`config.mk`:
```
export PLATFORM = sky130hd
export DESIGN_NAME = ex_pipeline_buffers_flat
export DESIGN_NICKNAME = d
export VERILOG_FILES = /design/src/rtl/ex_pipeline_buffers_pkg.sv /design/src/rtl/ex_pipeline_buffers_if.sv /design/src/rtl/ex_pipeline_buffers_load_use_detector.sv /design/src/rtl/ex_pipeline_buffers.sv /design/src/flat_wrapper.sv
export SDC_FILE = /design/constraint.sdc
export NUM_CORES = 1
export LEC_CHECK = 0
export ABC_AREA = 1
export BUFFER_PORTS_ARGS = -buffer_cell sky130_fd_sc_hd__buf_4
export CAP_MARGIN = 20
export CORE_ASPECT_RATIO = 0.75
export CORE_MARGIN = 4
export CORE_UTILIZATION = 48
export DETAILED_ROUTE_END_ITERATION = 8
export PLACE_DENSITY = 0.84
export SYNTH_ARGS = -nofsm -noshare
export SYNTH_HDL_FRONTEND = slang
export SYNTH_SLANG_ARGS = --single-unit
```
`constraint.sdc`:
```
create_clock -name clk -period 2.3 [get_ports clk]
set_clock_uncertainty 0.05 [all_clocks]
set_input_delay 0.345 -clock clk [delete_from_list [all_inputs] [get_ports clk]]
set_output_delay 0.345 -clock clk [all_outputs]
set_load 0.005 [all_outputs]
```
`src/rtl/ex_pipeline_buffers_pkg.sv`:
```
// Shared widths and stage records for the execute-side pipeline registers.
// The BUBBLE constant is the canonical empty ID/EX entry.
package ex_pipeline_buffers_pkg;

    localparam int REG_W  = 3;
    localparam int DATA_W = 16;

    typedef struct packed {
        logic             valid;
        logic             wb;
        logic             mem_read;
        logic [REG_W-1:0] src;
        logic [REG_W-1:0] dst;
    } stage_t;

    // Later stages only need what forwarding and load-data selection consume
    typedef struct packed {
        logic             valid;
        logic             wb;
        logic             mem_read;
        logic [REG_W-1:0] dst;
    } mem_stage_t;

    typedef struct packed {
        logic             valid;
        logic             wb;
        logic [REG_W-1:0] dst;
    } wb_stage_t;

    localparam stage_t BUBBLE = '0;

endpackage

```
`src/rtl/ex_pipeline_buffers_if.sv`:
```
// Bundle between decode/execute/memory and the pipeline buffers; buffers are the slave.
// Outputs feed forwarding_unit and the fetch/decode stall.
interface ex_pipeline_buffers_if;
    import ex_pipeline_buffers_pkg::*;

    logic              id_valid;
    logic [REG_W-1:0]  id_src;
    logic [REG_W-1:0]  id_dst;
    logic              id_wb;
    logic              id_mem_read;
    logic              flush;
    logic [DATA_W-1:0] ex_result;
    logic [DATA_W-1:0] mem_rdata;

    logic [REG_W-1:0]  instruction_src;
    logic [REG_W-1:0]  instruction_dst;
    logic [REG_W-1:0]  buf1_dst;
    logic [REG_W-1:0]  buf2_dst;
    logic              wb_buf1;
    logic              wb_buf2;
    logic [DATA_W-1:0] buf1_alu_result;
    logic [DATA_W-1:0] buf2_wb_data;
    logic              stall;

    modport master (
        output id_valid, id_src, id_dst, id_wb, id_mem_read, flush, ex_result, mem_rdata,
        input  instruction_src, instruction_dst, buf1_dst, buf2_dst,
               wb_buf1, wb_buf2, buf1_alu_result, buf2_wb_data, stall
    );

    modport slave (
        input  id_valid, id_src, id_dst, id_wb, id_mem_read, flush, ex_result, mem_rdata,
        output instruction_src, instruction_dst, buf1_dst, buf2_dst,
               wb_buf1, wb_buf2, buf1_alu_result, buf2_wb_data, stall
    );

endinterface

```
`src/rtl/ex_pipeline_buffers_load_use_detector.sv`:
```
// Combinational load-use hazard against the load sitting in ID/EX; zero latency.
// A same-cycle flush suppresses the stall since the dependent instruction dies anyway.
module ex_pipeline_buffers_load_use_detector
    import ex_pipeline_buffers_pkg::*;
(
    input  logic             id_valid,
    input  logic [REG_W-1:0] id_src,
    input  logic [REG_W-1:0] id_dst,
    input  logic             idex_valid,
    input  logic             idex_wb,
    input  logic             idex_mem_read,
    input  logic [REG_W-1:0] idex_dst,
    input  logic             flush,
    output logic             stall
);

    logic hazard;

    // id_dst is also a read operand, so it participates in the match
    always_comb begin
        hazard = id_valid && idex_valid && idex_mem_read && idex_wb &&
                 ((id_src == idex_dst) || (id_dst == idex_dst));
        stall  = hazard && !flush;
    end

endmodule

```
`src/rtl/ex_pipeline_buffers.sv`:
```
// ID/EX, EX/MEM and MEM/WB registers with load-use stall; ID/EX to MEM/WB in 2 cycles.
// No back-pressure past ID/EX; a stall or flush only swaps the ID/EX entry for a bubble.
module ex_pipeline_buffers
    import ex_pipeline_buffers_pkg::*;
(
    input  logic                 clk,
    input  logic                 rst,
    ex_pipeline_buffers_if.slave bus
);

    stage_t            idex_d,      idex_q;
    mem_stage_t        buf1_d,      buf1_q;
    wb_stage_t         buf2_d,      buf2_q;
    logic [DATA_W-1:0] buf1_alu_d,  buf1_alu_q;
    logic [DATA_W-1:0] buf2_data_d, buf2_data_q;
    logic              stall;

    ex_pipeline_buffers_load_use_detector u_load_use_detector (
        .id_valid      (bus.id_valid),
        .id_src        (bus.id_src),
        .id_dst        (bus.id_dst),
        .idex_valid    (idex_q.valid),
        .idex_wb       (idex_q.wb),
        .idex_mem_read (idex_q.mem_read),
        .idex_dst      (idex_q.dst),
        .flush         (bus.flush),
        .stall         (stall)
    );

    always_comb begin
        idex_d = BUBBLE;
        if (bus.id_valid && !bus.flush && !stall) begin
            idex_d = '{valid: 1'b1, wb: bus.id_wb, mem_read: bus.id_mem_read,
                       src: bus.id_src, dst: bus.id_dst};
        end

        buf1_d     = '{valid: idex_q.valid, wb: idex_q.wb,
                       mem_read: idex_q.mem_read, dst: idex_q.dst};
        buf1_alu_d = idex_q.valid ? bus.ex_result : '0;

        buf2_d      = '{valid: buf1_q.valid, wb: buf1_q.wb, dst: buf1_q.dst};
        buf2_data_d = '0;
        if (buf1_q.valid) begin
            buf2_data_d = buf1_q.mem_read ? bus.mem_rdata : buf1_alu_q;
        end
    end

    always_ff @(posedge clk) begin
        if (rst) begin
            idex_q      <= BUBBLE;
            buf1_q      <= '0;
            buf2_q      <= '0;
            buf1_alu_q  <= '0;
            buf2_data_q <= '0;
        end else begin
            idex_q      <= idex_d;
            buf1_q      <= buf1_d;
            buf2_q      <= buf2_d;
            buf1_alu_q  <= buf1_alu_d;
            buf2_data_q <= buf2_data_d;
        end
    end

    assign bus.instruction_src = idex_q.src;
    assign bus.instruction_dst = idex_q.dst;
    assign bus.buf1_dst        = buf1_q.dst;
    assign bus.buf2_dst        = buf2_q.dst;
    assign bus.wb_buf1         = buf1_q.valid && buf1_q.wb;
    assign bus.wb_buf2         = buf2_q.valid && buf2_q.wb;
    assign bus.buf1_alu_result = buf1_alu_q;
    assign bus.buf2_wb_data    = buf2_data_q;
    assign bus.stall           = stall;

endmodule

```
`src/flat_wrapper.sv`:
```
// flat-port wrapper written by rule: the top's interface ports become plain ports
module ex_pipeline_buffers_flat import ex_pipeline_buffers_pkg::*;
  (clk, rst, bus_id_valid, bus_id_src, bus_id_dst, bus_id_wb, bus_id_mem_read, bus_flush, bus_ex_result, bus_mem_rdata, bus_instruction_src, bus_instruction_dst, bus_buf1_dst, bus_buf2_dst, bus_wb_buf1, bus_wb_buf2, bus_buf1_alu_result, bus_buf2_wb_data, bus_stall);
  ex_pipeline_buffers_if bus_i ();
  input  logic clk;
  input  logic rst;
  input wire logic [$bits(bus_i.id_valid)-1:0] bus_id_valid;
  input wire logic [$bits(bus_i.id_src)-1:0] bus_id_src;
  input wire logic [$bits(bus_i.id_dst)-1:0] bus_id_dst;
  input wire logic [$bits(bus_i.id_wb)-1:0] bus_id_wb;
  input wire logic [$bits(bus_i.id_mem_read)-1:0] bus_id_mem_read;
  input wire logic [$bits(bus_i.flush)-1:0] bus_flush;
  input wire logic [$bits(bus_i.ex_result)-1:0] bus_ex_result;
  input wire logic [$bits(bus_i.mem_rdata)-1:0] bus_mem_rdata;
  output wire logic [$bits(bus_i.instruction_src)-1:0] bus_instruction_src;
  output wire logic [$bits(bus_i.instruction_dst)-1:0] bus_instruction_dst;
  output wire logic [$bits(bus_i.buf1_dst)-1:0] bus_buf1_dst;
  output wire logic [$bits(bus_i.buf2_dst)-1:0] bus_buf2_dst;
  output wire logic [$bits(bus_i.wb_buf1)-1:0] bus_wb_buf1;
  output wire logic [$bits(bus_i.wb_buf2)-1:0] bus_wb_buf2;
  output wire logic [$bits(bus_i.buf1_alu_result)-1:0] bus_buf1_alu_result;
  output wire logic [$bits(bus_i.buf2_wb_data)-1:0] bus_buf2_wb_data;
  output wire logic [$bits(bus_i.stall)-1:0] bus_stall;
  assign bus_i.id_valid = bus_id_valid;
  assign bus_i.id_src = bus_id_src;
  assign bus_i.id_dst = bus_id_dst;
  assign bus_i.id_wb = bus_id_wb;
  assign bus_i.id_mem_read = bus_id_mem_read;
  assign bus_i.flush = bus_flush;
  assign bus_i.ex_result = bus_ex_result;
  assign bus_i.mem_rdata = bus_mem_rdata;
  assign bus_instruction_src = bus_i.instruction_src;
  assign bus_instruction_dst = bus_i.instruction_dst;
  assign bus_buf1_dst = bus_i.buf1_dst;
  assign bus_buf2_dst = bus_i.buf2_dst;
  assign bus_wb_buf1 = bus_i.wb_buf1;
  assign bus_wb_buf2 = bus_i.wb_buf2;
  assign bus_buf1_alu_result = bus_i.buf1_alu_result;
  assign bus_buf2_wb_data = bus_i.buf2_wb_data;
  assign bus_stall = bus_i.stall;
  ex_pipeline_buffers u_core (.clk(clk), .rst(rst), .bus(bus_i));
endmodule
```
==> impl_metrics.json, run 1 <==
{
  "critPathKind": "register to output port",
  "ant_nets": 0,
  "path_max_fanout": 4,
  "switching_share_pct": 22.5,
  "fin_crit_sh_pct": 72.4,
  "final.fill_count": 281,
  "cts-resized-gates": 0,
  "crit_family": "flip-flops",
  "cts.reportedPaths.clkPinSlew_ns": 0.09,
  "drtIter0Drc": 58,
  "syn_avg_cell_area_um2": 8.27,
  "cts_setup_buffers": 0,
  "syn_area_um2": 1790,
  "critical-path-max-stage-delay_ns": 0.41,
  "p_per_area_nw_per_um2": 611,
  "fp.dieW_um": 78.5,
  "wl_per_cell_um": 11.6,
  "fmax_mhz": 601,
  "cts-hold-fix-buffers": 0,
  "synth_cells": 216,
  "io_pins": 91,
  "timing.slew.headroom_pct": 57.9,
  "endpoint_kind": "output port",
  "cp_cell_sequence": "inv_1 > nand2_1 > nand2_1 > nand3_2 > nand2_2 > nand2_2 > inv_1 > buf_4",
  "dr_total_vias": 1509,
  "slowest_stage": "dfxtp_1",
  "crit_buf_inv": 3,
  "startpoint_type": "register",
  "p_leak_nw": 1.28,
  "rsz0062_at_grt": "false",
  "worstPathArrival_ns": 1.27,
  "combPwrFrac_pct": 7.9,
  "cts_buffer_depth": 2,
  "cts_made_buffers": 5,
  "totalWireLength_um": 4100,
  "cts-root-buf": "clkbuf_8",
  "cap_violations": 0,
  "worstPathRequired_ns": 1.90,
  "tritoncts": "built",
  "coreArea_um2": 3420,
  "grt_max_degree": 18,
  "period_needed_ns": 1.67,
  "hpwl_um": 3150,
  "num_antenna_cells": 0,
  "ys_seq_area_share_pct": 58.3,
  "ys_types": 17,
  "worst_pin_slew_ns": 0.631,
  "viasPerCell": 4.29,
  "grt_pass1_vias": 1432,
  "setup_tns_ns": 0,
  "die_area_um2": 4770,
  "ys_seq_elements": 52,
  "synth_warnings": 0,
  "sequentialPowerShare_pct": 59.6,
  "drive_gt1_share_pct": 40.4,
  "drt_pass1_iterations": 4,
  "syn_nets": 260,
  "clock-sinks": 52,
  "hp-class": "input pin to register",
  "finalMaxSlewViolations": 0,
  "drcViolationCount": 0,
  "row_count": 18,
  "p_sw_mw": 0.348,
  "grt_first_pass_wirelength_um": 6270,
  "finalPower_mw": 1.54,
  "hold_viol": 0,
  "setup_viol": 0,
  "clk_latency_ns": 0.29,
  "num-nets-final": 345,
  "vdd_drop_max_mv": 0.460,
  "gp_congestion": 0.850,
  "power.share.clock_pct": 32.5,
  "h-tree-depth": 2,
  "antenna_found_initial": 0,
  "status": "finished, final reports clean",
  "grt_usage_pct": 17.2,
  "start_util_pct": 52.2,
  "grt-ovfl-total": 0,
  "p_int_mw": 1.20,
  "fp.dieH_um": 60.8,
  "portBuffers": 90,
  "area_growth_pct": 41.5
}
[cell usage after synthesis]
master | instances | share of area (%)
a21oi_1 | 16 | 4.5
buf_2 | 4 | 1.1
buf_4 | 7 | 2.9
buf_6 | 1 | 0.63
dfxtp_1 | 52 | 58
inv_1 | 34 | 7.1
inv_2 | 6 | 1.3
inv_4 | 1 | 0.35
nand2_1 | 52 | 11
nand2_2 | 4 | 1.4
nand2_4 | 1 | 0.63
nand3_2 | 2 | 1.1
nor2_1 | 25 | 5.3
nor2_2 | 8 | 2.8
nor2_4 | 1 | 0.63
nor3_2 | 1 | 0.56
xnor2_1 | 1 | 0.49
[power by group through the flow]
| stage | sequential, mW | clock (mW) | combinational [mW] |
|---|---|---|---|
| 2_1_floorplan | 0.940 | 0 | 0.0474 |
| 3_3_place_gp | 0.941 | 0 | 0.120 |
| 3_5_place_dp | 0.941 | 0 | 0.124 |
| 4_1_cts | 0.920 | 0.516 | 0.124 |
| 5_1_grt | 0.922 | 0.553 | 0.136 |
| 6_report | 0.920 | 0.502 | 0.122 |
[area by class of cell]
cell class                 count  area (um^2)  area share (%)
sequential                    52         1040            41.2
timing repair buffer          90          676            26.7
multi-input combinational    111          505            20.0
inverter                      41          156            6.19
clock buffer                   5         68.8            2.72
tap                           50         62.6            2.47
clock inverter                 3         18.8           0.742
[worst min-delay path, cell delays in order]
cell,delay [ns]
buf_4,0.08
inv_1,0.03
nor2_1,0.08
[kinds of logic (layout without fill, tap and decap cells)]
logic type / count (synthesis) / in the layout / share of synthesized area, %
xor gates and xnor gates: 1 / 1 / 0.490
and+or+nand+nor: 94 / 94 / 23.3
AOI/OAI and AO/OA: 16 / 16 / 4.48
buffers and inverters: 53 / 139 / 13.4
DFF: 52 / 52 / 58.3
[layout by cell type (no fill, tap or decap), types with 4 or more instances in the layout]
| cell type | count |
|---|---|
| nand2_1 | 52 |
| inv_2 | 6 |
| clkbuf_8 | 5 |
| nor2_1 | 25 |
| inv_1 | 34 |
| a21oi_1 | 16 |
| nor2_2 | 8 |
| dfxtp_1 | 52 |
| buf_4 | 90 |
| nand2_2 | 4 |
[worst paths after layout]
check	from	endpoint	slack, ns	cells after the start
min	bus_ex_result[11]	u_core.bus.buf1_alu_result[11]	0.21	3
max	u_core.bus.instruction_dst[1]	bus_stall	0.63	8
max reg2reg	u_core.buf1_q[3]	u_core.bus.buf2_wb_data[10]	0.89	3
min reg2reg	u_core.bus.buf1_dst[2]	u_core.bus.buf2_dst[2]	0.37	2
[per-layer routing]
metal | part of all wire [%] | vias to the layer above | global-route usage (%)
met5 | 0 | - | 0
li1 | - | 789 | -
met4 | 0.66 | 0 | 6.23
met3 | 8.6 | 2 | 5.79
met1 | 42 | 665 | 19.5
met2 | 49 | 53 | 30.9
[flip-flops by register name, summed over array words and instances, names as in the netlist]
signal / cells
u_core.buf2_q: 2
u_core.buf1_d: 3
u_core.bus.instruction_src: 3
u_core.bus.instruction_dst: 3
u_core.bus.buf2_dst: 3
u_core.buf1_q: 3
u_core.bus.buf1_dst: 3
u_core.bus.buf2_wb_data: 16
u_core.bus.buf1_alu_result: 16
[metrics by stage]
stage               hold slack, ns  worst slack [ns]  cell area, um^2  cells  util [%]
floorplan                    0.353              1.13             1790    216         -
detailed placement           0.364             0.881             2440    344      71.3
global route                 0.202             0.537             2530    352      73.9
global placement             0.361             0.898             2440    344      71.3
finish                       0.208             0.635             2530    352      73.9
CTS                          0.198             0.621             2530    352      73.9
Power figures use the tool's default switching activity.
==> run 2: changes to the inputs <==
- CORE_UTILIZATION: 48 -> 40
- PLACE_DENSITY: 0.84 -> 0.75
- clock period: 2.3 -> 1.44 ns (I/O delays scaled with it)
==> impl_metrics.json, run 2 (synthesis results as in run 1) <==
{
  "hp-class": "input pin to register",
  "gp_congestion": 0.796,
  "clock-sinks": 52,
  "fmax_mhz": 695,
  "final_cells": 362,
  "h-tree-depth": 2,
  "fin_crit_sh_pct": 100,
  "row_count": 20,
  "drcViolationCount": 0,
  "totalWireLength_um": 4220,
  "cts_made_buffers": 5,
  "num_antenna_cells": 0,
  "vdd_drop_max_mv": 0.532,
  "setup_viol": 0,
  "rsz0062_at_grt": "true",
  "place_inst": 351,
  "drive_gt1_share_pct": 43.3,
  "grt-ovfl-total": 0,
  "portBuffers": 90,
  "p_per_area_nw_per_um2": 963,
  "num-nets-final": 350,
  "grt_pass1_vias": 1435,
  "grt_first_pass_wirelength_um": 6650,
  "drtIter0Drc": 42,
  "hpwl_um": 3230,
  "critPathKind": "register to output port",
  "timing.slew.headroom_pct": 75.0,
  "viasPerCell": 4.15,
  "use_met3_pct": 3.99,
  "period_needed_ns": 1.44,
  "endpoint_kind": "output port",
  "tritoncts": "built",
  "startpoint_type": "register",
  "detailedPlace.worstSlack_ns": 0.237,
  "busiest_layer": "met2",
  "path_max_fanout": 4,
  "worst_pin_slew_ns": 0.374,
  "io_pins": 91,
  "met2_usage_pct": 25.3,
  "worstPathRequired_ns": 1.17,
  "seqCellArea_um2": 1050,
  "die_area_um2": 5610,
  "wl_per_cell_um": 11.7,
  "multi_input_area_um2": 513,
  "layout_commonest_cell": "buf_4",
  "grt_max_degree": 18,
  "hold_viol": 0,
  "finalMaxSlewViolations": 0,
  "p_leak_nw": 1.31,
  "worstPathArrival_ns": 1.17,
  "antenna_found_initial": 0,
  "fp.dieW_um": 85.2,
  "start_util_pct": 42.8,
  "fp.dieH_um": 65.9,
  "setup_ws_ns": 0.000409,
  "cts-hold-fix-buffers": 0,
  "ant_nets": 0,
  "drt_pass1_iterations": 4,
  "clk_latency_ns": 0.29,
  "grt_usage_pct": 15.1,
  "final_cell_mix": "buf_4, nand2_1, dfxtp_1, inv_1, nor2_1",
  "cts-root-buf": "clkbuf_8",
  "area_growth_pct": 45.8,
  "grtUsageMet1_pct": 18.7,
  "cts.reportedPaths.clkPinSlew_ns": 0.09,
  "dr_total_vias": 1502,
  "whs_ns": 0.0796,
  "coreArea_um2": 4180,
  "cap_violations": 0,
  "final.fill_count": 377,
  "cts_buffer_depth": 2,
  "status": "finished, final reports clean"
}
run 2: final timing paths:
| kind | start | endpoint | slack, ns | depth (start not counted) |
|---|---|---|---|---|
| worst max-delay path | u_core.bus.instruction_dst[1] | bus_stall | 0.0004 | 8 |
| worst min register to register | u_core.buf1_q[4] | u_core.buf2_q[3] | 0.37 | 2 |
| worst max register to register | u_core.bus.instruction_dst[1] | u_core.bus.instruction_src[2] | 0.10 | 10 |
| worst min-delay path | bus_ex_result[0] | u_core.bus.buf1_alu_result[0] | 0.08 | 3 |
run 2: area by class of cell:
class | instances | area share, %
Inverter | 41 | 6.10
Clock inverter | 2 | 0.576
Multi-Input combinational cell | 111 | 19.7
Timing Repair Buffer | 95 | 27.5
Tap cell | 55 | 2.64
Clock buffer | 6 | 3.17
Sequential cell | 52 | 40.3
run 2: timing repair:
item | CTS | global route
hold endpoints to repair | 0 | 0
resized for setup | 6 | 4
buffers inserted | 2 | 1
pin swaps | 3 | 6
setup endpoints to repair | 1 | 1
run 2: per-layer routing:
metal / up-vias / share of wire [%]
met5: - / 0
met4: 0 / 0.59
met3: 2 / 7.6
met2: 52 / 49
met1: 653 / 43
li1: 795 / -
run 2: power by group:
| group | leakage, nW | total, mW | switching (mW) | internal (mW) |
|---|---|---|---|---|
| sequential | 0.423 | 1.47 | 0.0115 | 1.45 |
| clock | 0.0434 | 0.840 | 0.451 | 0.389 |
| combinational | 0.841 | 0.202 | 0.0844 | 0.118 |
| total | 1.31 | 2.51 | 0.547 | 1.96 |
run 2: stage by stage:
step           TNS [ns]  instance area, um^2  total power, mW  util (%)
2_1_floorplan         0                 1790             1.58         -
3_3_place_gp          0                 2460             1.70      58.9
3_5_place_dp          0                 2460             1.70      58.9
4_1_cts               0                 2590             2.54      61.9
5_1_grt         -0.0753                 2610             2.63      62.3
6_report              0                 2610             2.51      62.3
run 2: worst max-delay path: stages, from the launching register on:
cell     delay (ns)
dfxtp_4        0.37
inv_2          0.06
nand2_1        0.04
nand2_1        0.07
nand3_2        0.07
nand2_2        0.07
nand2_2        0.05
inv_2          0.05
buf_6          0.09
==> run 3: changes to the inputs <==
- CORE_UTILIZATION: 40 -> 42
- CTS_BUF_LIST: default -> sky130_fd_sc_hd__clkbuf_8
- PLACE_DENSITY: 0.75 -> 0.78
==> impl_metrics.json, run 3 (synthesis results as in run 1) <==
{
  "grt_max_degree": 18,
  "cts_buffer_depth": 2,
  "viasPerCell": 4.21,
  "hold_viol": 0,
  "setup_viol": 1,
  "antenna_found_initial": 0,
  "ant_nets": 0,
  "coreArea_um2": 4080,
  "violations": "setup timing",
  "cap_violations": 0,
  "detailedPlace.worstSlack_ns": 0.231,
  "status": "finished with violations",
  "totalWireLength_um": 4350,
  "dr_total_vias": 1566,
  "io_pins": 91,
  "whs_ns": 0.0847,
  "finalMaxSlewViolations": 0,
  "drive_gt1_share_pct": 46.1,
  "drt_pass1_iterations": 4,
  "num-nets-final": 360,
  "p_leak_nw": 1.36,
  "grt_first_pass_wirelength_um": 6920,
  "layout_commonest_cell": "buf_4",
  "fmax_mhz": 682,
  "cts-root-buf": "clkbuf_8",
  "grt_pass1_vias": 1516,
  "h-tree-depth": 2,
  "cts.reportedPaths.clkPinSlew_ns": 0.09,
  "worstPathArrival_ns": 1.20,
  "fin_crit_sh_pct": 102,
  "wl_per_cell_um": 11.7,
  "grt_usage_pct": 16.3,
  "drcViolationCount": 0,
  "rr_worst_depth": 8,
  "final_cell_mix": "buf_4, nand2_1, dfxtp_1, inv_1, nor2_1",
  "use_met3_pct": 5.34,
  "hold-path-cell-count": 3,
  "vdd_drop_max_mv": 0.835,
  "path_max_fanout": 4,
  "worst_pin_slew_ns": 0.363,
  "final.fill_count": 360,
  "rsz0062_at_grt": "true",
  "fp.dieH_um": 64.5,
  "clock-sinks": 52,
  "p_per_area_nw_per_um2": 975,
  "gp_congestion": 0.800,
  "timing.slew.headroom_pct": 75.7,
  "grtUsageMet1_pct": 17.9,
  "drtIter0Drc": 33,
  "area_growth_pct": 51.1,
  "hp-class": "input pin to register",
  "setup_ws_ns": -0.0269,
  "start_util_pct": 43.8,
  "period_needed_ns": 1.47,
  "tritoncts": "built",
  "worstPathRequired_ns": 1.17,
  "fp.dieW_um": 83.3,
  "cts_made_buffers": 5,
  "hpwl_um": 3200,
  "startpoint_type": "register",
  "grt-ovfl-total": 0,
  "num_antenna_cells": 0,
  "clk_latency_ns": 0.29,
  "portBuffers": 90,
  "r2r_slack_ns": 0.10,
  "critPathKind": "register to output port",
  "row_count": 20,
  "busiest_layer": "met2",
  "endpoint_kind": "output port",
  "met2_usage_pct": 29.7,
  "die_area_um2": 5370
}
run 3: cell count changes in the layout (fill, tap and decap cells not counted), sizes merged:
| cell | change |
|---|---|
| bufinv | +1 |
| clkinv | +1 |
| inv | +1 |
| clkbuf | -1 |
| buf | +10 |
| clkinvlp | -2 |
run 3: per-stage QoR:
step	power, mW	util (%)	instance area, um^2	instances	TNS, ns
floorplan	1.58	-	1790	216	0
global placement	1.70	60.2	2450	350	0
detailed placement	1.70	60.2	2450	350	0
CTS	2.65	66.0	2690	373	0
global route	2.73	66.2	2700	372	-0.0899
finish	2.63	66.2	2700	372	-0.0269
run 3: critical path: stages, from the launching register on:
cell     delay (ns)
dfxtp_4        0.37
inv_4          0.06
nand2_2        0.05
nand2_2        0.07
nand3_2        0.08
nand2_2        0.07
nand2_2        0.06
inv_2          0.06
buf_6          0.09
run 3: path summary, 6_finish.rpt:
check | start | to
hold reg to reg | u_core.bus.buf1_dst[1] | u_core.bus.buf2_dst[1]
setup reg to reg | u_core.bus.instruction_dst[1] | u_core.bus.buf1_dst[1]
hold / removal | bus_ex_result[1] | u_core.bus.buf1_alu_result[1]
setup / recovery | u_core.bus.instruction_dst[0] | bus_stall
run 3: repair_timing:
action	CTS	global route
hold buffers	0	0
buffers inserted	15	1
hold endpoints to repair	0	0
pin swaps	5	8
resized for setup	8	6
endpoints found under the setup margin	1	3
cloned	0	0
run 3: metal layers:
layer  routed length (um)  share of wire [%]
met5                    0                  0
met2                 2250                 52
met1                 1780                 41
met4                   18               0.41
met3                  296                6.8
run 3: area by class of cell:
type                       instances  area [um^2]  area share, %
inverter                          41          159           5.89
tap                               55         68.8           2.55
multi-input combinational        111          523           19.4
clock inverter                     3         38.8           1.44
clock buffer                       5         68.8           2.55
sequential                        52         1050           38.9
timing repair buffer             105          792           29.3
run 3: power breakdown:
part           switching, mW  leakage [nW]  internal (mW)
registers             0.0115         0.423           1.45
clock network          0.441        0.0593          0.509
logic                 0.0897         0.881          0.128
total                  0.542          1.36           2.09
